**src/rtl/servo_pkg.sv**
```systemverilog
// servo_pkg: shared types and default timing constants for the servo pulse scheduler.
//   state_e         - scheduler FSM states (IDLE, PULSE, GAP, FWAIT)
//   SEL_W           - select width for the default 2-way leg demux
//   DEF_*           - default channel count and timing in clocks
package servo_pkg;

  typedef enum logic [1:0] {
    IDLE  = 2'd0,
    PULSE = 2'd1,
    GAP   = 2'd2,
    FWAIT = 2'd3
  } state_e;

  localparam int DEF_NUM_CH      = 2;
  localparam int SEL_W           = $clog2(DEF_NUM_CH);
  localparam int DEF_SLOT_TICKS  = 2500;
  localparam int DEF_FRAME_TICKS = 20000;
  localparam int DEF_DEFAULT_W   = 1500;

endpackage

```
**src/rtl/servo_width_regfile.sv**
```systemverilog
// servo_width_regfile: per-channel pulse-width registers.
//   clk, rst_n        - clock, synchronous active-low reset (widths -> DEFAULT_W)
//   wr_en/wr_ch/wr_width - write port; out-of-range channel indices are dropped
//   rd_ch/rd_width    - combinational read port, write-first: a write to the
//                       channel being read shows up on rd_width in the same cycle
module servo_width_regfile
  import servo_pkg::*;
#(
  parameter int NUM_CH    = DEF_NUM_CH,
  parameter int CNT_W     = 16,
  parameter int DEFAULT_W = DEF_DEFAULT_W,
  parameter int SW        = $clog2(NUM_CH)
) (
  input  logic             clk,
  input  logic             rst_n,
  input  logic             wr_en,
  input  logic [SW-1:0]    wr_ch,
  input  logic [CNT_W-1:0] wr_width,
  input  logic [SW-1:0]    rd_ch,
  output logic [CNT_W-1:0] rd_width
);

  logic [CNT_W-1:0] w_q [NUM_CH];
  logic             wr_ok;

  assign wr_ok = wr_en && (int'(wr_ch) < NUM_CH);

  always_ff @(posedge clk) begin
    if (!rst_n) begin
      for (int i = 0; i < NUM_CH; i++) w_q[i] <= CNT_W'(DEFAULT_W);
    end else if (wr_ok) begin
      w_q[wr_ch] <= wr_width;
    end
  end

  // Bypass so a slot starting on the same edge as a write latches the new value.
  always_comb begin
    rd_width = w_q[rd_ch];
    if (wr_ok && (wr_ch == rd_ch)) rd_width = wr_width;
  end

endmodule

```
**src/rtl/servo_pulse_sched.sv**
```systemverilog
// servo_pulse_sched: time-multiplexes one servo pulse generator over NUM_CH
// channels through an external 1-to-N demux. Each frame is FRAME_TICKS clocks:
// NUM_CH slots of SLOT_TICKS clocks (pulse then gap), then a wait to frame end.
//   clk, rst_n   - clock, synchronous active-low reset
//   enable       - run request, only looked at on frame boundaries
//   wr_en/wr_ch/wr_width - width write strobe. There is no ready: every strobe
//                  is accepted in the cycle it is high; invalid channels are dropped.
//   pulse, sel   - registered demux data and select
//   frame_start  - one-cycle strobe on the first cycle of each frame
//   busy         - high while a frame is in progress
//   dbg_state    - current FSM state, for observation only
module servo_pulse_sched
  import servo_pkg::*;
#(
  parameter int NUM_CH      = DEF_NUM_CH,
  parameter int CNT_W       = 16,
  parameter int SLOT_TICKS  = DEF_SLOT_TICKS,
  parameter int FRAME_TICKS = DEF_FRAME_TICKS,
  parameter int DEFAULT_W   = DEF_DEFAULT_W
) (
  input  logic                      clk,
  input  logic                      rst_n,
  input  logic                      enable,
  input  logic                      wr_en,
  input  logic [$clog2(NUM_CH)-1:0] wr_ch,
  input  logic [CNT_W-1:0]          wr_width,
  output logic                      pulse,
  output logic [$clog2(NUM_CH)-1:0] sel,
  output logic                      frame_start,
  output logic                      busy,
  output state_e                    dbg_state
);

  localparam int               SW         = $clog2(NUM_CH);
  localparam logic [CNT_W-1:0] SLOT_LAST  = CNT_W'(SLOT_TICKS - 1);
  localparam logic [CNT_W-1:0] FRAME_LAST = CNT_W'(FRAME_TICKS - 1);
  localparam logic [SW-1:0]    LAST_CH    = SW'(NUM_CH - 1);

  state_e           state;
  logic [CNT_W-1:0] slot_cnt;   // cycle index within the current slot
  logic [CNT_W-1:0] frm_cnt;    // cycle index within the current frame
  logic [CNT_W-1:0] act_w;      // shadow width of the slot in progress
  logic [CNT_W-1:0] rd_width;
  logic [CNT_W-1:0] lat_w;
  logic [CNT_W-1:0] slot_nxt;
  logic [SW-1:0]    nxt_ch;
  logic             in_slot;
  logic             slot_end;
  logic             frame_end;

  assign dbg_state = state;

  // Channel whose slot would start on the next boundary: the following channel
  // while slots are running, channel 0 for a new frame.
  always_comb begin
    in_slot   = (state == PULSE) || (state == GAP);
    nxt_ch    = (in_slot && (sel != LAST_CH)) ? (sel + SW'(1)) : '0;
    // Clamp keeps at least one low cycle at the end of each slot, so sel only
    // ever moves while pulse is low.
    lat_w     = (rd_width > SLOT_LAST) ? SLOT_LAST : rd_width;
    slot_nxt  = slot_cnt + CNT_W'(1);
    slot_end  = in_slot && (slot_cnt == SLOT_LAST);
    frame_end = (state != IDLE) && (frm_cnt == FRAME_LAST);
  end

  servo_width_regfile #(
    .NUM_CH   (NUM_CH),
    .CNT_W    (CNT_W),
    .DEFAULT_W(DEFAULT_W),
    .SW       (SW)
  ) u_regfile (
    .clk     (clk),
    .rst_n   (rst_n),
    .wr_en   (wr_en),
    .wr_ch   (wr_ch),
    .wr_width(wr_width),
    .rd_ch   (nxt_ch),
    .rd_width(rd_width)
  );

  always_ff @(posedge clk) begin
    if (!rst_n) begin
      state       <= IDLE;
      pulse       <= 1'b0;
      sel         <= '0;
      frame_start <= 1'b0;
      busy        <= 1'b0;
      slot_cnt    <= '0;
      frm_cnt     <= '0;
      act_w       <= '0;
    end else begin
      frame_start <= 1'b0;
      if ((state == IDLE && enable) || (frame_end && enable)) begin
        // New frame, slot 0 starts on this edge.
        frame_start <= 1'b1;
        busy        <= 1'b1;
        sel         <= '0;
        frm_cnt     <= '0;
        slot_cnt    <= '0;
        act_w       <= lat_w;
        pulse       <= (lat_w != '0);
        state       <= (lat_w != '0) ? PULSE : GAP;
      end else if (frame_end) begin
        state    <= IDLE;
        busy     <= 1'b0;
        sel      <= '0;
        pulse    <= 1'b0;
        frm_cnt  <= '0;
        slot_cnt <= '0;
      end else if (state != IDLE) begin
        frm_cnt <= frm_cnt + CNT_W'(1);
        if (slot_end) begin
          slot_cnt <= '0;
          if (sel == LAST_CH) begin
            state <= FWAIT;
            pulse <= 1'b0;
          end else begin
            sel   <= nxt_ch;
            act_w <= lat_w;
            pulse <= (lat_w != '0);
            state <= (lat_w != '0) ? PULSE : GAP;
          end
        end else if (in_slot) begin
          slot_cnt <= slot_nxt;
          pulse    <= (slot_nxt < act_w);
          state    <= (slot_nxt < act_w) ? PULSE : GAP;
        end
      end
    end
  end

endmodule
```
**config.mk**
```make
export PLATFORM = sky130hd
export DESIGN_NAME = servo_pulse_sched
export DESIGN_NICKNAME = d
export VERILOG_FILES = /design/src/rtl/servo_pkg.sv /design/src/rtl/servo_width_regfile.sv /design/src/rtl/servo_pulse_sched.sv
export SDC_FILE = /design/constraint.sdc
export NUM_CORES = 1
export LEC_CHECK = 0
export CORE_UTILIZATION = 60
export CTS_CLUSTER_DIAMETER = 150
export DETAILED_ROUTE_END_ITERATION = 7
export PLACE_DENSITY = 0.8
export SETUP_SLACK_MARGIN = 0.2
export SLEW_MARGIN = 40
export SYNTH_ARGS = -nofsm -noshare
export SYNTH_HDL_FRONTEND = slang
export SYNTH_SLANG_ARGS = --single-unit
export TNS_END_PERCENT = 100
```
**constraint.sdc**
```tcl
create_clock -name clk -period 4.02 [get_ports clk]
set_clock_uncertainty 0.15 [all_clocks]
set_input_delay 0.603 -clock clk [delete_from_list [all_inputs] [get_ports clk]]
set_output_delay 0.603 -clock clk [all_outputs]
set_load 0.02 [all_outputs]
```
Yosys cells after proc, flatten, opt, wreduce, memory -nomap -nowiden

Memories as Yosys holds them, arrays and structs flattened.
Index checks and enable logic that the tools add are counted.

Logic and storage cells: 81
Register bits after elaboration: 54
RAM bits: 32
Input port bits: 21
Memories: 1

Mux-type cells: 35
Bitwise gates (word level): 2
$add $sub $neg: 3
Equal/unequal tests: 7
Reduce and logical (&&, ||, !) cells: 23
Order comparisons: 2

Memories:

| name          | depth | width | rd ports | clocked after memory_dff | write ports | RTL line                  | text |
|---|---|---|---|---|---|---|---|
| u_regfile.w_q | 2     | 16    | 1        | 0                        | 2           | servo_width_regfile.sv:23 | `logic [CNT_W-1:0] w_q [NUM_CH];` |

Operators by type and width:

| kind                    | count |
|---|---|
| $mux W16                | 10 |
| $add A16 B1 Y16 const B | 2 |
| $mux W1                 | 17 |
| $eq A16 B12 Y1 const B  | 1 |
| $eq A16 B15 Y1 const B  | 1 |
| $gt A16 B12 Y1 const B  | 1 |
| $lt A16 B16 Y1          | 1 |
| $mux W2                 | 8 |
| $reduce_bool A16 Y1     | 1 |
| $reduce_or A16 Y1       | 1 |
| $reduce_bool A2 Y1      | 5 |
| $logic_and A1 B1 Y1     | 6 |
| $reduce_and A2 Y1       | 3 |
| $ne A2 B1 Y1 const B    | 2 |
| $reduce_and A4 Y1       | 1 |
| $reduce_bool A4 Y1      | 1 |
| $reduce_bool A3 Y1      | 1 |
| $reduce_or A3 Y1        | 1 |
| $eq A2 B1 Y1 const B    | 1 |
| $eq A2 B2 Y1 const B    | 1 |
| $logic_not A2 Y1        | 1 |
| $logic_or A1 B1 Y1      | 2 |
| $not A1 Y1              | 2 |
| $add A1 B1 Y1 const B   | 1 |
| $eq A1 B1 Y1            | 1 |

Logic depth before layout (Yosys ltp)

Word-level depth: 16
Mapped depth: 14
Mapped depth without buffers: 14

By module

Synthesis repeated with hierarchy kept, for this count alone.

Cell total of the unflattened synthesis: 498
Area, all modules: 4603.2 µm²

Modules (own cells, without submodules):

| module              | cells each | instances | area an instance (µm²) | sequential area each (µm²) |
|---|---|---|---|---|
| servo_pulse_sched   | 349        | 1         | 2936.6                 | 1081.0 |
| servo_width_regfile | 149        | 1         | 1666.6                 | 960.9 |

Least setup slack after synthesis

Ideal clock, no wire load.

Kind: reg2reg
From: reg slot_cnt[0]
To: reg state[1], in the netlist dbg_state[1]
Required time: 3.748 ns
Cell stages (with the launch flop): 14
Data arrival time: 2.895 ns
Path buffers: 0
Setup time: 0.122 ns
Path slack: 0.853 ns
Cells stage by stage: dfxtp_1 > ha_1 > nand3_2 > nor3_1 > and3_2 > nand3_1 > xnor2_1 > ha_1 > nand2_1 > o21ai_0 > a2111o_1 > o311a_1 > a21oi_1 > o21ai_0

Word-level cells in the longest chain between the ends: 8
Elaborated cells between the ends (all ways): 12
Those cells by class: 1 x add/sub; 1 x order compare; 1 x eq/ne; 6 x mux; 3 x reduce/logical

RTL lines:

| what                   | RTL line                 | text |
|---|---|---|
| from (decl)            | servo_pulse_sched.sv:40  | `logic [CNT_W-1:0] slot_cnt;` |
| from (signal assigned) | servo_pulse_sched.sv:124 | `slot_cnt <= slot_nxt;` |
| $add A16 B1 Y16        | servo_pulse_sched.sv:61  | `slot_nxt = slot_cnt + CNT_W'(1);` |
| $lt A16 B16 Y1         | servo_pulse_sched.sv:126 | `state <= (slot_nxt < act_w) ? PULSE : GAP;` |
| $mux W2                | servo_pulse_sched.sv:126 |  |
| $mux W2                | servo_pulse_sched.sv:123 | `end else if (in_slot) begin` |
| $mux W2                | servo_pulse_sched.sv:112 | `if (slot_end) begin` |
| $mux W2                | servo_pulse_sched.sv:110 | `end else if (state != IDLE) begin` |
| $mux W2                | servo_pulse_sched.sv:103 | `end else if (frame_end) begin` |
| $mux W2                | servo_pulse_sched.sv:93  | `if ((state == IDLE && enable) \|\| (frame_end && enable)) begin` |
| to (signal assigned)   | servo_pulse_sched.sv:102 | `state <= (lat_w != '0) ? PULSE : GAP;` |
| to (signal assigned)   | servo_pulse_sched.sv:121 | `state <= (lat_w != '0) ? PULSE : GAP;` |
| to (signal assigned)   | servo_pulse_sched.sv:126 |  |
| to (decl)              | servo_pulse_sched.sv:39  | `state_e state;` |

Parallel ways exist; a longest one is shown, timed or not. The select of a mux whose other input is x is not followed.
A chain may end at the register's enable or synchronous reset.

Final worst setup path

From: reg slot_cnt[0]
To: reg state[0], in the netlist dbg_state[0]

The elaborated chain is that of the path after synthesis.

==> qor.txt <==
First-pass GRT wire length: 16420 um
Leakage power: 1.928 nW
Via count: 3700
Crit-path slowest cell: a2111o_1
Antenna Violating Nets Remaining: 0
Synth top area cells: dfxtp_1 23%, edfxtp_1 21%, ha_1 4.9%
CP Class: flop to flop
NumNets Final: 559
Die area: 8069 um2
Crit path cell chain: ha_1, nand3_2, nor3_1, and3_2, and3_1, xor2_1, ha_1, a21oi_1, o21ai_0, a2111o_1, o21a_1, a221o_1, o211ai_1
Register Area: 2042 um2
Syn avg cell area: 9.275 um2
Post-synth top cells: 54 x dfxtp_1, 53 x nor2_1, 43 x nand2_1, 32 x edfxtp_1, 25 x o21ai_0
GPL Wtd Cong: 0.8859
Seq/Total Area, Yosys: 44.12%
Standard-cell row count: 31
Hold_buf cts: 0
Crit. End Element: flop
Final Critical Period: 3587 ps
PortBufs: 26
Synthesis-to-finish area growth: 9.759%
Worst skew pair latency: 360 ps
Worst EP required: 4150 ps
Resize count post-CTS: 0
EDFF count, synth: 32
Hpwl dp: 6952 um
WP data arrival: 3720 ps
Max H-tree Level: 3
Layout cells sized above 1: 8.000%
Peak VDD IR: 229.6 uV
Final WL: 9723 um
Ys flop type: dfxtp_1
MaxCap Viol Count: 0
Synth Area in XOR/XNOR: 6.056%
Adder-cell share of the synthesized area: 4.866%
TritonCTS clock tree: built
M2 GR Usage: 39.94%
Netlist cell types: 67
Pre-antenna DRT Iters: 5
CP Launch Type: flop
Post-synthesis mux area share: 1.190%
CTS clock-pin slew for the worst setup and hold paths: 90 ps
CTS Root Cell: clkbuf_8
Worst hold path type: flop to flop
DRC violations left: 0
DP Area: 4901 um2
Rel. slew slack: 48.68%
Largest net degree at the start of global routing: 32
Post-synth top area share: 23.36%
Initial DRC count: 323
Ys Warns: 0
Crit-path max FO: 6
Largest area contributor in the netlist: dfxtp_1
PD cells: 367.5 nW/um2
Fin crit share: 89.24%
Num CTS Buffers: 9
Met1 Use GR: 34.60%
Crit path largest cell delay: 440 ps
Multi-input logic area: 2350 um2
Worst-margin pin slew: 768.2 ps
Post-synth ARST share: 0%
Die Y-Extent: 89.83 um
Initial antenna violation count: 0
Cell family with most CP delay: compound AO/OA/AOI/OAI gates
Worst path bufs/invs: 0
Overflow after GRT: 0
Final Hold Vio Count: 0
GR peak layer: met2
Synthesized cell area: 4628 um2
Final std cell area, no fill: 5080 um2
Mapped Cells: 499
Core Region: 7370 um2
Fillcell total: 588
Initial Utilization: 62.80%
Antenna diodes: 0
Wire per inst: 15.58 um
Clock Tree Buf Depth: 2
RSZ-0062 raised after global routing: false
Post-Synth Simple-Gate Area: 25.41%
I/O pin count: 27
Number of setup buffers added after CTS: 0
Synth Area in Compound Gates: 13.11%
Fin. max-slew vios: 0
Vias in the first global route: 3499
Fmax: 0.2788 GHz
Via density: 5.929
GR Layer Usage met3: 4.569%
#FFs+latches synth: 86
Setup violations, final: 0
Combinational family with the most area after synthesis: simple AND/OR/NAND/NOR gates
GRT Total Usage: 25.48%
Most frequent cell after synthesis: dfxtp_1
Most used cell, CP: ha_1
Outcome: complete, no violations
Die width: 89.83 um
Setup TNS: 0 ps
Post-Synthesis Net Count: 538
Clk sink count: 86
==> area by class of cell <==
type | count | share of cell area (%)
multi-input cells | 368 | 46.26
flip-flops and latches | 86 | 40.20
repair buffers | 32 | 6.010
clock buffers | 10 | 2.537
well taps | 99 | 2.438
inverters | 23 | 1.700
clock inverters | 6 | 0.8621
==> worst reg2reg max path, cell delays in order (launching register included) <==
cell	delay (ps)
dfxtp_1	400
ha_1	240
nand3_2	150
nor3_1	410
and3_2	300
and3_1	200
xor2_1	80
ha_1	200
a21oi_1	180
o21ai_0	150
a2111o_1	440
o21a_1	220
a221o_1	320
o211ai_1	90
==> layout by cell type, fill, tap and decap left out, types with 3 or more instances in the layout <==
cell type	count
a21oi_1	14
a22oi_1	6
a31oi_1	5
and2_1	12
and3_1	20
buf_4	6
clkbuf_8	9
clkdlybuf4s50_1	26
dfxtp_1	54
edfxtp_1	32
ha_1	18
inv_1	23
inv_6	3
mux2i_1	3
nand2_1	43
nand2b_1	20
nand3_1	22
nand4_1	7
nor2_1	53
nor2b_1	6
nor3_1	15
nor4_1	3
o2111ai_1	5
o21a_1	5
o21ai_0	25
o21ai_2	4
o22ai_1	4
or3_1	3
xnor2_1	14
xor2_1	18
==> registers in the layout, indices dropped and copies added, names as in the netlist <==
signal,count
dbg_state,2
busy,1
frame_start,1
frm_cnt,16
u_regfile.w_q,32
slot_cnt,16
pulse,1
act_w,16
sel,1
==> path summary, 6_finish.rpt <==
check        slack [ps]  cells after the start           end         from
max                 430                     13  dbg_state[0]  slot_cnt[0]
max reg2reg         430                     13  dbg_state[0]  slot_cnt[0]
min reg2reg         320                      2      act_w[5]     act_w[5]
min                 320                      2      act_w[5]     act_w[5]
==> routing by layer <==
metal  share of wire [%]  wire, um  vias up
met5                   0         0        -
met4                 2.1       206        0
met3                 4.9       480       22
met2                  47      4562      116
met1                  46      4473     1749
li1                    -         -     1813
==> report_power, final <==
group	total [W]	switching, W	internal (W)
clock	0.000551	0.000320	0.000232
sequential	0.000974	0.0000245	0.000950
combinational	0.000341	0.000210	0.000131
total	0.00187	0.000554	0.00131
==> metrics by stage <==
step	setup WS (ps)	total power, W	instances	hold slack [ps]	utilization, %
detailed placement	455.1	0.001330	608	307.3	66.50
floorplan	852.9	0.001239	499	287.2	-
finish	432.6	0.001867	624	317.7	68.93
global placement	702.9	0.001319	608	304.4	66.50
CTS	441.7	0.001871	624	319.7	68.85
global route	209.9	0.001950	624	339.1	68.93
==> kinds of logic (layout without fill, tap and decap cells) <==
| family | Yosys count | count (layout) |
|---|---|---|
| DFF | 86 | 86 |
| xor gates and xnor gates | 32 | 32 |
| and+or+nand+nor | 224 | 224 |
| AOI/OAI and AO/OA | 89 | 89 |
| buffers and inverters | 45 | 71 |
| adders and majority gates | 18 | 18 |
| muxes | 5 | 5 |
(Power assumes the default switching activity.)
